--- src/rtl/iob_axi_master_bridge_pkg.sv ---
// Shared AXI constants and bridge FSM encoding.
// Imported by the bridge and its testbench.
package iob_axi_pkg;

   localparam logic [1:0] AXI_RESP_OKAY   = 2'b00;
   localparam logic [1:0] AXI_RESP_EXOKAY = 2'b01;
   localparam logic [1:0] AXI_RESP_SLVERR = 2'b10;
   localparam logic [1:0] AXI_RESP_DECERR = 2'b11;

   localparam logic [1:0] AXI_BURST_INCR    = 2'b01;
   localparam logic [2:0] AXI_SIZE_4B       = 3'b010;
   localparam logic [3:0] AXI_CACHE_DEFAULT = 4'b0011;
   localparam logic [2:0] AXI_PROT_DEFAULT  = 3'b000;
   localparam logic [7:0] AXI_LEN_SINGLE    = 8'd0;

   typedef enum logic [2:0] {
      ST_IDLE  = 3'd0,
      ST_WRITE = 3'd1,
      ST_WRESP = 3'd2,
      ST_RADDR = 3'd3,
      ST_RDATA = 3'd4
   } state_t;

   // EXOKAY is never expected for plain accesses, so it counts as an error.
   function automatic logic resp_err(input logic [1:0] resp);
      return resp != AXI_RESP_OKAY;
   endfunction

endpackage

--- src/rtl/iob_axi_master_bridge_if.sv ---
// Native request bus plus AXI4 master channels of the bridge.
// master: bridge view (native slave, AXI master); slave: CPU + memory view.
interface iob_axi_master_bridge_if #(
   parameter int ADDR_W = 32,
   parameter int DATA_W = 32
);

   logic              valid;
   logic [ADDR_W-1:0] addr;
   logic [DATA_W-1:0] wdata;
   logic [3:0]        wstrb;
   logic [DATA_W-1:0] rdata;
   logic              ready;
   logic              error;

   logic              m_axi_awvalid;
   logic              m_axi_awready;
   logic [ADDR_W-1:0] m_axi_awaddr;
   logic [3:0]        m_axi_awid;
   logic [7:0]        m_axi_awlen;
   logic [2:0]        m_axi_awsize;
   logic [1:0]        m_axi_awburst;
   logic              m_axi_awlock;
   logic [3:0]        m_axi_awcache;
   logic [2:0]        m_axi_awprot;

   logic              m_axi_wvalid;
   logic              m_axi_wready;
   logic [DATA_W-1:0] m_axi_wdata;
   logic [3:0]        m_axi_wstrb;
   logic              m_axi_wlast;

   logic              m_axi_bvalid;
   logic              m_axi_bready;
   logic [1:0]        m_axi_bresp;
   logic [3:0]        m_axi_bid;

   logic              m_axi_arvalid;
   logic              m_axi_arready;
   logic [ADDR_W-1:0] m_axi_araddr;
   logic [3:0]        m_axi_arid;
   logic [7:0]        m_axi_arlen;
   logic [2:0]        m_axi_arsize;
   logic [1:0]        m_axi_arburst;
   logic              m_axi_arlock;
   logic [3:0]        m_axi_arcache;
   logic [2:0]        m_axi_arprot;

   logic              m_axi_rvalid;
   logic              m_axi_rready;
   logic [DATA_W-1:0] m_axi_rdata;
   logic [1:0]        m_axi_rresp;
   logic [3:0]        m_axi_rid;
   logic              m_axi_rlast;

   modport master (
      input  valid, addr, wdata, wstrb,
      output rdata, ready, error,
      output m_axi_awvalid, m_axi_awaddr, m_axi_awid,
      output m_axi_awlen, m_axi_awsize, m_axi_awburst,
      output m_axi_awlock, m_axi_awcache, m_axi_awprot,
      input  m_axi_awready,
      output m_axi_wvalid, m_axi_wdata, m_axi_wstrb,
      output m_axi_wlast,
      input  m_axi_wready,
      input  m_axi_bvalid, m_axi_bresp, m_axi_bid,
      output m_axi_bready,
      output m_axi_arvalid, m_axi_araddr, m_axi_arid,
      output m_axi_arlen, m_axi_arsize, m_axi_arburst,
      output m_axi_arlock, m_axi_arcache, m_axi_arprot,
      input  m_axi_arready,
      input  m_axi_rvalid, m_axi_rdata, m_axi_rresp,
      input  m_axi_rid, m_axi_rlast,
      output m_axi_rready
   );

   modport slave (
      output valid, addr, wdata, wstrb,
      input  rdata, ready, error,
      input  m_axi_awvalid, m_axi_awaddr, m_axi_awid,
      input  m_axi_awlen, m_axi_awsize, m_axi_awburst,
      input  m_axi_awlock, m_axi_awcache, m_axi_awprot,
      output m_axi_awready,
      input  m_axi_wvalid, m_axi_wdata, m_axi_wstrb,
      input  m_axi_wlast,
      output m_axi_wready,
      output m_axi_bvalid, m_axi_bresp, m_axi_bid,
      input  m_axi_bready,
      input  m_axi_arvalid, m_axi_araddr, m_axi_arid,
      input  m_axi_arlen, m_axi_arsize, m_axi_arburst,
      input  m_axi_arlock, m_axi_arcache, m_axi_arprot,
      output m_axi_arready,
      output m_axi_rvalid, m_axi_rdata, m_axi_rresp,
      output m_axi_rid, m_axi_rlast,
      input  m_axi_rready
   );

endinterface

--- src/rtl/iob_axi_master_bridge.sv ---
// Single-beat native request to AXI4 master bridge, one access in flight.
// Ports: clk, rst_n (async, active-low), bus (native + AXI, master view).
module iob_axi_master_bridge #(
   parameter int         ADDR_W = 32,
   parameter int         DATA_W = 32,
   parameter logic [3:0] AXI_ID = 4'd0
) (
   input logic                     clk,
   input logic                     rst_n,
   iob_axi_master_bridge_if.master bus
);

   import iob_axi_pkg::*;

   state_t            state, state_n;
   logic [ADDR_W-1:0] addr_q, addr_n;
   logic [DATA_W-1:0] wdata_q, wdata_n;
   logic [DATA_W-1:0] rdata_q, rdata_n;
   logic [3:0]        wstrb_q, wstrb_n;
   logic              awvalid_q, awvalid_n;
   logic              wvalid_q, wvalid_n;
   logic              bready_q, bready_n;
   logic              arvalid_q, arvalid_n;
   logic              rready_q, rready_n;
   logic              ready_q, ready_n;
   logic              error_q, error_n;
   logic              aw_done_q, aw_done_n;
   logic              w_done_q, w_done_n;

   logic              aw_hs, w_hs, ar_hs;
   logic              aw_ok, w_ok;
   logic              unused_ok;

   assign aw_hs = awvalid_q & bus.m_axi_awready;
   assign w_hs  = wvalid_q & bus.m_axi_wready;
   assign ar_hs = arvalid_q & bus.m_axi_arready;
   assign aw_ok = aw_done_q | aw_hs;
   assign w_ok  = w_done_q | w_hs;

   always_ff @(posedge clk or negedge rst_n) begin
      if (!rst_n) begin
         state     <= ST_IDLE;
         addr_q    <= '0;
         wdata_q   <= '0;
         wstrb_q   <= '0;
         rdata_q   <= '0;
         awvalid_q <= 1'b0;
         wvalid_q  <= 1'b0;
         bready_q  <= 1'b0;
         arvalid_q <= 1'b0;
         rready_q  <= 1'b0;
         ready_q   <= 1'b0;
         error_q   <= 1'b0;
         aw_done_q <= 1'b0;
         w_done_q  <= 1'b0;
      end else begin
         state     <= state_n;
         addr_q    <= addr_n;
         wdata_q   <= wdata_n;
         wstrb_q   <= wstrb_n;
         rdata_q   <= rdata_n;
         awvalid_q <= awvalid_n;
         wvalid_q  <= wvalid_n;
         bready_q  <= bready_n;
         arvalid_q <= arvalid_n;
         rready_q  <= rready_n;
         ready_q   <= ready_n;
         error_q   <= error_n;
         aw_done_q <= aw_done_n;
         w_done_q  <= w_done_n;
      end
   end

   always_comb begin
      state_n   = state;
      addr_n    = addr_q;
      wdata_n   = wdata_q;
      wstrb_n   = wstrb_q;
      rdata_n   = rdata_q;
      awvalid_n = awvalid_q;
      wvalid_n  = wvalid_q;
      bready_n  = bready_q;
      arvalid_n = arvalid_q;
      rready_n  = rready_q;
      ready_n   = 1'b0;
      error_n   = error_q;
      aw_done_n = aw_done_q;
      w_done_n  = w_done_q;

      unique case (state)
         ST_IDLE: begin
            // The requester still holds valid in the ready cycle;
            // skipping it there avoids replaying the finished access.
            if (bus.valid && !ready_q) begin
               addr_n  = bus.addr;
               wdata_n = bus.wdata;
               wstrb_n = bus.wstrb;
               if (bus.wstrb != 4'd0) begin
                  state_n   = ST_WRITE;
                  awvalid_n = 1'b1;
                  wvalid_n  = 1'b1;
                  aw_done_n = 1'b0;
                  w_done_n  = 1'b0;
               end else begin
                  state_n   = ST_RADDR;
                  arvalid_n = 1'b1;
               end
            end
         end
         ST_WRITE: begin
            aw_done_n = aw_ok;
            w_done_n  = w_ok;
            if (aw_hs) awvalid_n = 1'b0;
            if (w_hs)  wvalid_n  = 1'b0;
            if (aw_ok && w_ok) begin
               state_n   = ST_WRESP;
               bready_n  = 1'b1;
               aw_done_n = 1'b0;
               w_done_n  = 1'b0;
            end
         end
         ST_WRESP: begin
            if (bus.m_axi_bvalid && bready_q) begin
               state_n  = ST_IDLE;
               bready_n = 1'b0;
               ready_n  = 1'b1;
               error_n  = resp_err(bus.m_axi_bresp);
            end
         end
         ST_RADDR: begin
            if (ar_hs) begin
               state_n   = ST_RDATA;
               arvalid_n = 1'b0;
               rready_n  = 1'b1;
            end
         end
         ST_RDATA: begin
            if (bus.m_axi_rvalid && rready_q) begin
               state_n  = ST_IDLE;
               rready_n = 1'b0;
               ready_n  = 1'b1;
               rdata_n  = bus.m_axi_rdata;
               error_n  = resp_err(bus.m_axi_rresp);
            end
         end
         default: state_n = ST_IDLE;
      endcase
   end

   assign bus.rdata = rdata_q;
   assign bus.ready = ready_q;
   assign bus.error = error_q;

   assign bus.m_axi_awvalid = awvalid_q;
   assign bus.m_axi_awaddr  = {addr_q[ADDR_W-1:2], 2'b00};
   assign bus.m_axi_awid    = AXI_ID;
   assign bus.m_axi_awlen   = AXI_LEN_SINGLE;
   assign bus.m_axi_awsize  = AXI_SIZE_4B;
   assign bus.m_axi_awburst = AXI_BURST_INCR;
   assign bus.m_axi_awlock  = 1'b0;
   assign bus.m_axi_awcache = AXI_CACHE_DEFAULT;
   assign bus.m_axi_awprot  = AXI_PROT_DEFAULT;

   assign bus.m_axi_wvalid = wvalid_q;
   assign bus.m_axi_wdata  = wdata_q;
   assign bus.m_axi_wstrb  = wstrb_q;
   assign bus.m_axi_wlast  = wvalid_q;

   assign bus.m_axi_bready = bready_q;

   assign bus.m_axi_arvalid = arvalid_q;
   assign bus.m_axi_araddr  = {addr_q[ADDR_W-1:2], 2'b00};
   assign bus.m_axi_arid    = AXI_ID;
   assign bus.m_axi_arlen   = AXI_LEN_SINGLE;
   assign bus.m_axi_arsize  = AXI_SIZE_4B;
   assign bus.m_axi_arburst = AXI_BURST_INCR;
   assign bus.m_axi_arlock  = 1'b0;
   assign bus.m_axi_arcache = AXI_CACHE_DEFAULT;
   assign bus.m_axi_arprot  = AXI_PROT_DEFAULT;

   assign bus.m_axi_rready = rready_q;

   // Single-beat, single-ID traffic: response IDs and rlast carry no info.
   assign unused_ok = ^{addr_q[1:0], bus.m_axi_bid,
                        bus.m_axi_rid, bus.m_axi_rlast};

endmodule

--- src/flat_wrapper.sv ---
// flat-port wrapper written by rule: the top's interface ports become plain ports
module iob_axi_master_bridge_flat import iob_axi_pkg::*;
#(
   parameter int         ADDR_W = 32,
   parameter int         DATA_W = 32,
   parameter logic [3:0] AXI_ID = 4'd0
)
  (clk, rst_n, bus_valid, bus_addr, bus_wdata, bus_wstrb, bus_rdata, bus_ready, bus_error, bus_m_axi_awvalid, bus_m_axi_awaddr, bus_m_axi_awid, bus_m_axi_awlen, bus_m_axi_awsize, bus_m_axi_awburst, bus_m_axi_awlock, bus_m_axi_awcache, bus_m_axi_awprot, bus_m_axi_awready, bus_m_axi_wvalid, bus_m_axi_wdata, bus_m_axi_wstrb, bus_m_axi_wlast, bus_m_axi_wready, bus_m_axi_bvalid, bus_m_axi_bresp, bus_m_axi_bid, bus_m_axi_bready, bus_m_axi_arvalid, bus_m_axi_araddr, bus_m_axi_arid, bus_m_axi_arlen, bus_m_axi_arsize, bus_m_axi_arburst, bus_m_axi_arlock, bus_m_axi_arcache, bus_m_axi_arprot, bus_m_axi_arready, bus_m_axi_rvalid, bus_m_axi_rdata, bus_m_axi_rresp, bus_m_axi_rid, bus_m_axi_rlast, bus_m_axi_rready);
  iob_axi_master_bridge_if #(.ADDR_W(ADDR_W), .DATA_W(DATA_W)) bus_i ();
  input logic clk;
  input logic rst_n;
  input wire logic [$bits(bus_i.valid)-1:0] bus_valid;
  input wire logic [$bits(bus_i.addr)-1:0] bus_addr;
  input wire logic [$bits(bus_i.wdata)-1:0] bus_wdata;
  input wire logic [$bits(bus_i.wstrb)-1:0] bus_wstrb;
  output wire logic [$bits(bus_i.rdata)-1:0] bus_rdata;
  output wire logic [$bits(bus_i.ready)-1:0] bus_ready;
  output wire logic [$bits(bus_i.error)-1:0] bus_error;
  output wire logic [$bits(bus_i.m_axi_awvalid)-1:0] bus_m_axi_awvalid;
  output wire logic [$bits(bus_i.m_axi_awaddr)-1:0] bus_m_axi_awaddr;
  output wire logic [$bits(bus_i.m_axi_awid)-1:0] bus_m_axi_awid;
  output wire logic [$bits(bus_i.m_axi_awlen)-1:0] bus_m_axi_awlen;
  output wire logic [$bits(bus_i.m_axi_awsize)-1:0] bus_m_axi_awsize;
  output wire logic [$bits(bus_i.m_axi_awburst)-1:0] bus_m_axi_awburst;
  output wire logic [$bits(bus_i.m_axi_awlock)-1:0] bus_m_axi_awlock;
  output wire logic [$bits(bus_i.m_axi_awcache)-1:0] bus_m_axi_awcache;
  output wire logic [$bits(bus_i.m_axi_awprot)-1:0] bus_m_axi_awprot;
  input wire logic [$bits(bus_i.m_axi_awready)-1:0] bus_m_axi_awready;
  output wire logic [$bits(bus_i.m_axi_wvalid)-1:0] bus_m_axi_wvalid;
  output wire logic [$bits(bus_i.m_axi_wdata)-1:0] bus_m_axi_wdata;
  output wire logic [$bits(bus_i.m_axi_wstrb)-1:0] bus_m_axi_wstrb;
  output wire logic [$bits(bus_i.m_axi_wlast)-1:0] bus_m_axi_wlast;
  input wire logic [$bits(bus_i.m_axi_wready)-1:0] bus_m_axi_wready;
  input wire logic [$bits(bus_i.m_axi_bvalid)-1:0] bus_m_axi_bvalid;
  input wire logic [$bits(bus_i.m_axi_bresp)-1:0] bus_m_axi_bresp;
  input wire logic [$bits(bus_i.m_axi_bid)-1:0] bus_m_axi_bid;
  output wire logic [$bits(bus_i.m_axi_bready)-1:0] bus_m_axi_bready;
  output wire logic [$bits(bus_i.m_axi_arvalid)-1:0] bus_m_axi_arvalid;
  output wire logic [$bits(bus_i.m_axi_araddr)-1:0] bus_m_axi_araddr;
  output wire logic [$bits(bus_i.m_axi_arid)-1:0] bus_m_axi_arid;
  output wire logic [$bits(bus_i.m_axi_arlen)-1:0] bus_m_axi_arlen;
  output wire logic [$bits(bus_i.m_axi_arsize)-1:0] bus_m_axi_arsize;
  output wire logic [$bits(bus_i.m_axi_arburst)-1:0] bus_m_axi_arburst;
  output wire logic [$bits(bus_i.m_axi_arlock)-1:0] bus_m_axi_arlock;
  output wire logic [$bits(bus_i.m_axi_arcache)-1:0] bus_m_axi_arcache;
  output wire logic [$bits(bus_i.m_axi_arprot)-1:0] bus_m_axi_arprot;
  input wire logic [$bits(bus_i.m_axi_arready)-1:0] bus_m_axi_arready;
  input wire logic [$bits(bus_i.m_axi_rvalid)-1:0] bus_m_axi_rvalid;
  input wire logic [$bits(bus_i.m_axi_rdata)-1:0] bus_m_axi_rdata;
  input wire logic [$bits(bus_i.m_axi_rresp)-1:0] bus_m_axi_rresp;
  input wire logic [$bits(bus_i.m_axi_rid)-1:0] bus_m_axi_rid;
  input wire logic [$bits(bus_i.m_axi_rlast)-1:0] bus_m_axi_rlast;
  output wire logic [$bits(bus_i.m_axi_rready)-1:0] bus_m_axi_rready;
  assign bus_i.valid = bus_valid;
  assign bus_i.addr = bus_addr;
  assign bus_i.wdata = bus_wdata;
  assign bus_i.wstrb = bus_wstrb;
  assign bus_rdata = bus_i.rdata;
  assign bus_ready = bus_i.ready;
  assign bus_error = bus_i.error;
  assign bus_m_axi_awvalid = bus_i.m_axi_awvalid;
  assign bus_m_axi_awaddr = bus_i.m_axi_awaddr;
  assign bus_m_axi_awid = bus_i.m_axi_awid;
  assign bus_m_axi_awlen = bus_i.m_axi_awlen;
  assign bus_m_axi_awsize = bus_i.m_axi_awsize;
  assign bus_m_axi_awburst = bus_i.m_axi_awburst;
  assign bus_m_axi_awlock = bus_i.m_axi_awlock;
  assign bus_m_axi_awcache = bus_i.m_axi_awcache;
  assign bus_m_axi_awprot = bus_i.m_axi_awprot;
  assign bus_i.m_axi_awready = bus_m_axi_awready;
  assign bus_m_axi_wvalid = bus_i.m_axi_wvalid;
  assign bus_m_axi_wdata = bus_i.m_axi_wdata;
  assign bus_m_axi_wstrb = bus_i.m_axi_wstrb;
  assign bus_m_axi_wlast = bus_i.m_axi_wlast;
  assign bus_i.m_axi_wready = bus_m_axi_wready;
  assign bus_i.m_axi_bvalid = bus_m_axi_bvalid;
  assign bus_i.m_axi_bresp = bus_m_axi_bresp;
  assign bus_i.m_axi_bid = bus_m_axi_bid;
  assign bus_m_axi_bready = bus_i.m_axi_bready;
  assign bus_m_axi_arvalid = bus_i.m_axi_arvalid;
  assign bus_m_axi_araddr = bus_i.m_axi_araddr;
  assign bus_m_axi_arid = bus_i.m_axi_arid;
  assign bus_m_axi_arlen = bus_i.m_axi_arlen;
  assign bus_m_axi_arsize = bus_i.m_axi_arsize;
  assign bus_m_axi_arburst = bus_i.m_axi_arburst;
  assign bus_m_axi_arlock = bus_i.m_axi_arlock;
  assign bus_m_axi_arcache = bus_i.m_axi_arcache;
  assign bus_m_axi_arprot = bus_i.m_axi_arprot;
  assign bus_i.m_axi_arready = bus_m_axi_arready;
  assign bus_i.m_axi_rvalid = bus_m_axi_rvalid;
  assign bus_i.m_axi_rdata = bus_m_axi_rdata;
  assign bus_i.m_axi_rresp = bus_m_axi_rresp;
  assign bus_i.m_axi_rid = bus_m_axi_rid;
  assign bus_i.m_axi_rlast = bus_m_axi_rlast;
  assign bus_m_axi_rready = bus_i.m_axi_rready;
  iob_axi_master_bridge #(.ADDR_W(ADDR_W), .DATA_W(DATA_W), .AXI_ID(AXI_ID)) u_core (.clk(clk), .rst_n(rst_n), .bus(bus_i));
endmodule
--- config.mk ---
export PLATFORM = sky130hd
export DESIGN_NAME = iob_axi_master_bridge_flat
export DESIGN_NICKNAME = d
export VERILOG_FILES = /design/src/rtl/iob_axi_master_bridge_pkg.sv /design/src/rtl/iob_axi_master_bridge_if.sv /design/src/rtl/iob_axi_master_bridge.sv /design/src/flat_wrapper.sv
export SDC_FILE = /design/constraint.sdc
export NUM_CORES = 1
export LEC_CHECK = 0
export CAP_MARGIN = 40
export CORE_AREA = 2 2 121 123
export DETAILED_ROUTE_END_ITERATION = 16
export DIE_AREA = 0 0 123 125
export GPL_TIMING_DRIVEN = 0
export PLACE_DENSITY = 0.77
export SLEW_MARGIN = 10
export SYNTH_ARGS = -nofsm -noshare
export SYNTH_HDL_FRONTEND = slang
export SYNTH_SLANG_ARGS = --single-unit
--- constraint.sdc ---
create_clock -name clk -period 5.5 [get_ports clk]
set_clock_uncertainty 0.2 [all_clocks]
set_input_delay 0.55 -clock clk [delete_from_list [all_inputs] [get_ports clk]]
set_output_delay 0.55 -clock clk [all_outputs]
set_load 0.01 [all_outputs]
== Word level (Yosys, flattened, before mapping) ==
Index checks and enable logic that the tools add are counted.

* Register bits after elaboration: 112
* Bits of input ports: 121
* Output and inout port bits: 190
* Logic and storage cells: 91

* Equality and inequality tests: 13
* Multiplexer cells: 35
* Bitwise operators: 5
* Reductions and logical operators: 24

{| class="wikitable"
|+ Operator list
! cell !! number
|-
| two-way mux 1 bit || 19
|-
| case mux 1 bit (2 select lines) || 9
|-
| inequality test 2 x 1 -> 1 bit (second input constant) || 8
|-
| two-way mux 3 bit || 5
|-
| case mux 3 bit (5 select lines) || 1
|-
| nonzero test 2 bit || 7
|-
| AND reduction 3 bit || 4
|-
| AND reduction 4 bit || 3
|-
| equality test 3 x 2 -> 1 bit (second input constant) || 2
|-
| AND reduction 5 bit || 1
|-
| logical AND 1 bit || 4
|-
| AND reduction 2 bit || 2
|-
| nonzero test 4 bit || 1
|-
| AND 1 bit || 3
|-
| equality test 3 x 1 -> 1 bit (second input constant) || 1
|-
| equality test 3 bit (second input constant) || 1
|-
| zero test 3 bit || 1
|-
| two-way mux 2 bit || 1
|-
| inequality test 2 bit (second input constant) || 1
|-
| OR 1 bit || 2
|-
| zero test 1 bit || 1
|}

== Logic depth before layout (Yosys ltp) ==
* Depth after elaboration: 5
* Gate-level depth with buffers: 7
* Gate-level depth less buffers: 4

== Worst setup path after synthesis ==
OpenSTA, ideal clock, no wires.

* Path kind: in2reg
* Start point: input bus_valid
* End point: register u_core.wdata_q[24] (netlist: u_core.bus.m_axi_wdata[24])
* Library setup time: 117 ps
* Data arrival time: 1,528 ps
* Data required time: 5,183 ps
* Slack: 3,656 ps
* Stages on the path: 7
* Buffers on the path: 3
* Cells stage by stage: nand2b_1 -> or4_1 -> clkbuf_1 -> buf_6 -> buf_6 -> nand2_1 -> nand2_1

* Word-level cells in the longest chain between the ends: 2

{| class="wikitable"
|+ Ends and longest elaborated chain
! item !! RTL line !! RTL
|-
| from (decl) || flat_wrapper.sv:12 || <nowiki>input wire logic [$bits(bus_i.valid)-1:0] bus_valid;</nowiki>
|-
| logical AND 1 bit || iob_axi_master_bridge.sv:94 || <nowiki>if (bus.valid && !ready_q) begin</nowiki>
|-
| AND reduction 2 bit (no source line) || - ||
|-
| to (signal assigned) || iob_axi_master_bridge.sv:59 || <nowiki>wdata_q <= wdata_n;</nowiki>
|-
| to (decl) || iob_axi_master_bridge.sv:17 || <nowiki>logic [DATA_W-1:0] wdata_q, wdata_n;</nowiki>
|}

No other way between the ends.
A chain may end at the register's enable or synchronous reset.

== Worst setup path after layout ==
* Start point: input bus_valid
* End point: register u_core.wdata_q[25] (netlist: u_core.bus.m_axi_wdata[25])

The elaborated chain is that of the path after synthesis.

==> flow_summary.ini <==
[cts]
path_clk_slew_ns = 0.07
cts_tree = built
max-clock-path-buffers = 2
cts_setup_buffers = 0
cts.sinks = 110
cts_resized = 0
h-tree-depth = 3
clk_latency_ns = 0.34
cts-root-buf = clkbuf_16
cts_buffers = 9

[routing]
wl_um = 13700
viasPerCell = 4.25
first_iter_violations = 124
firstDrtPassIters = 4
route.detailed.drc = 0
ant_nets = 0
via_count = 4237
wl_per_cell_um = 13.8

[timing]
final_max_slew_viol_count = 0
tns_ns = 0
fin_crit_ns = 2.50
slew_headroom_pct = 39.9
timing.fmax_mhz = 400
rsz0062_at_grt = false
setup_viol = 0
finalCritPeriodShare_pct = 45.5
worst_pin_slew_ns = 0.894
holdWs_ns = 0.273
hold_viol = 0

[final_layout]
layout_common_cells = clkdlybuf4s50_1, nand2_1, dfrtp_1, buf_4, conb_1
final_cell_area_um2 = 8130
areaGrowthSynthToFinish_pct = 65.6
layout-drive-gt1-share_pct = 17.9
num_antenna_cells = 0
final_common_cell = clkdlybuf4s50_1
num-nets-final = 928
fin_util_pct = 57.2

[setup_path]
r2r_cells = 6
cp_slowest_stage_delay_ns = 0.62
r2r-start = u_core.bus.ready$_DFF_PN0_
crit_buf_inv = 3
crit_fanout = 10
worstSetupPathType = in -> reg
worstPathRequired_ns = 5.58
end_kind = register
reg2reg_slack_ns = 3.20
slowest_stage = nor4_1
path_cells = clkdlybuf4s50_1, nand2b_1, nor4_1, buf_2, buf_2, nand2_1, nand2_1
rr_endpoint = u_core.bus.m_axi_wdata[25]$_DFFE_PN0P_
cp-start-kind = primary input
critPathTopFamily = buffers and inverters
worstPathArrival_ns = 2.59

[die]
coreArea_um2 = 14200
ios = 311
initial_utilization_pct = 34.6
die_w_um = 123
die_area_um2 = 15400
num_rows = 44
die_h_um = 125

[synthesis]
synth.avg_cell_area_um2 = 9.88
synth-warning-count = 0
synth-simple-area-share_pct = 18.0
yosysSeqAreaShare_pct = 56.1
ys_ff_latch = 110
synthCells = 497
synth-xor-area-share_pct = 0
synthMuxAreaShare_pct = 7.77
yosysUniqueCellTypes = 30
synth_compound_area_share_pct = 2.57
synth_top_family_by_area = simple AND/OR/NAND/NOR gates
synth.top_cell.area_share_pct = 56.1
yosys.area.top_type = dfrtp_1
synthesis.area_um2 = 4910
synth_fa_ha_area_share_pct = 0
ys_top_cells_by_area = dfrtp_1, nand2_1, buf_4, mux2_2, clkbuf_1

[hold_path]
hold_depth = 2
min_from = u_core.bus.m_axi_wdata[26]$_DFFE_PN0P_
whs_endpoint = u_core.bus.m_axi_wdata[26]$_DFFE_PN0P_
hp-class = reg -> reg

[power_and_ir_drop]
ir_worst_vdd_mv = 0.228
powerDensity_nw_per_um2 = 514
cellLeakagePower_uw = 0.00403
power.total_uw = 4180

[placed_design]
portBuffers = 245
placed_area_um2 = 7820
gp_congestion = 0.759
hpwl_um = 10600

[global_route]
grt_pass1_wl_um = 20900
grt_overflow_total = 0
grt_antenna_before_repair = 0
grt_usage_pct = 17.6
grt_max_degree = 60
grt_pass1_vias = 4104

[outcome]
status = complete, no violations

[flow_run]
cap_violations = 0
## synthesized netlist by cell type
cell	instances
nand2_1	206
dfrtp_1	110
buf_4	88
mux2_2	32
clkbuf_1	9
a21oi_1	6
buf_2	6
nand3_1	5
a41oi_1	3
nor2_1	3
o21ai_0	3
a31oi_1	2
buf_6	2
conb_1	2
inv_1	2
nand4_1	2
nor4_1	2
o2bb2ai_1	2
a41o_1	1
and3_1	1
mux2_1	1
mux2i_1	1
nand2b_1	1
nor2b_1	1
nor3_1	1
nor3b_1	1
nor3b_2	1
o211ai_1	1
o21bai_1	1
or4_1	1
## where the power goes
| part | switching [µW] | internal (µW) |
|---|---|---|
| clock network | 290 | 378 |
| registers | 246 | 1180 |
| logic | 862 | 1220 |
| total | 1400 | 2780 |
## flip-flops by register name, summed over array words and instances, names as in the netlist
signal / count
u_core.bus.m_axi_wdata: 32
u_core.bus.rdata: 32
u_core.bus.m_axi_bready: 1
u_core.bus.m_axi_wlast: 1
u_core.state: 3
u_core.w_done_q: 1
u_core.bus.m_axi_arvalid: 1
u_core.aw_done_q: 1
u_core.bus.m_axi_rready: 1
u_core.bus.ready: 1
u_core.addr_q: 30
u_core.bus.m_axi_wstrb: 4
u_core.bus.error: 1
u_core.bus.m_axi_awvalid: 1
## worst max path at each step
stage / slack [ns] / to / startpoint / depth (start not counted)
after floorplan: 3.66 / u_core.bus.m_axi_wdata[24]$_DFFE_PN0P_ / bus_valid / 7
after global placement: -0.72 / u_core.bus.rdata[6]$_DFFE_PN0P_ / rst_n / 1
after detailed placement: 2.63 / u_core.bus.m_axi_wdata[25]$_DFFE_PN0P_ / bus_valid / 7
after CTS: 2.99 / u_core.bus.m_axi_wdata[25]$_DFFE_PN0P_ / bus_valid / 7
after global routing: 2.86 / u_core.bus.m_axi_wdata[25]$_DFFE_PN0P_ / bus_valid / 7
final: 3.00 / u_core.bus.m_axi_wdata[25]$_DFFE_PN0P_ / bus_valid / 7
## final cells by class
cell class / instances / area [µm²]
flip-flops and latches: 110 / 2750
plain buffers: 105 / 747
well taps: 184 / 230
repair buffers: 247 / 2490
clock buffers: 13 / 260
multi-input cells: 332 / 1600
fillers: 1247 / 6080
clock inverters: 3 / 42.5
inverters: 2 / 7.51
## what timing repair did
action,4_1_cts,5_1_grt
endpoints found under the hold margin,24,0
hold buffers,1,0
setup endpoints to repair,0,0
## cell families after synthesis
kind of cell / after synthesis
buf+inv: 107
mux: 34
flops: 110
compound gates: 19
other cells: 2
simple gates: 225
## through the flow
stage,std cells,setup slack [ns]
floorplan,549,3.66
global placement,978,-0.718
detailed placement,979,2.63
CTS,996,2.99
global route,996,2.86
finish,996,3.00
## routing by layer
| layer | up-vias | track usage (%) | wire (µm) | part of all wire [%] |
|---|---|---|---|---|
| li1 | 2052 | - | - | - |
| met5 | - | 0 | 0 | 0 |
| met2 | 201 | 29.6 | 6720 | 49 |
| met4 | 0 | 6.35 | 217 | 1.6 |
| met3 | 13 | 6.57 | 1500 | 11 |
| met1 | 1971 | 20.3 | 5280 | 38 |
## worst register-to-register path, delay by kind of cell, from the launching register on
kind                   cells  cell delay, ns
buffers and inverters      2            0.67
DFF                        1            0.37
and+or+nand+nor            4            0.98
Power figures use the tool's default switching activity.
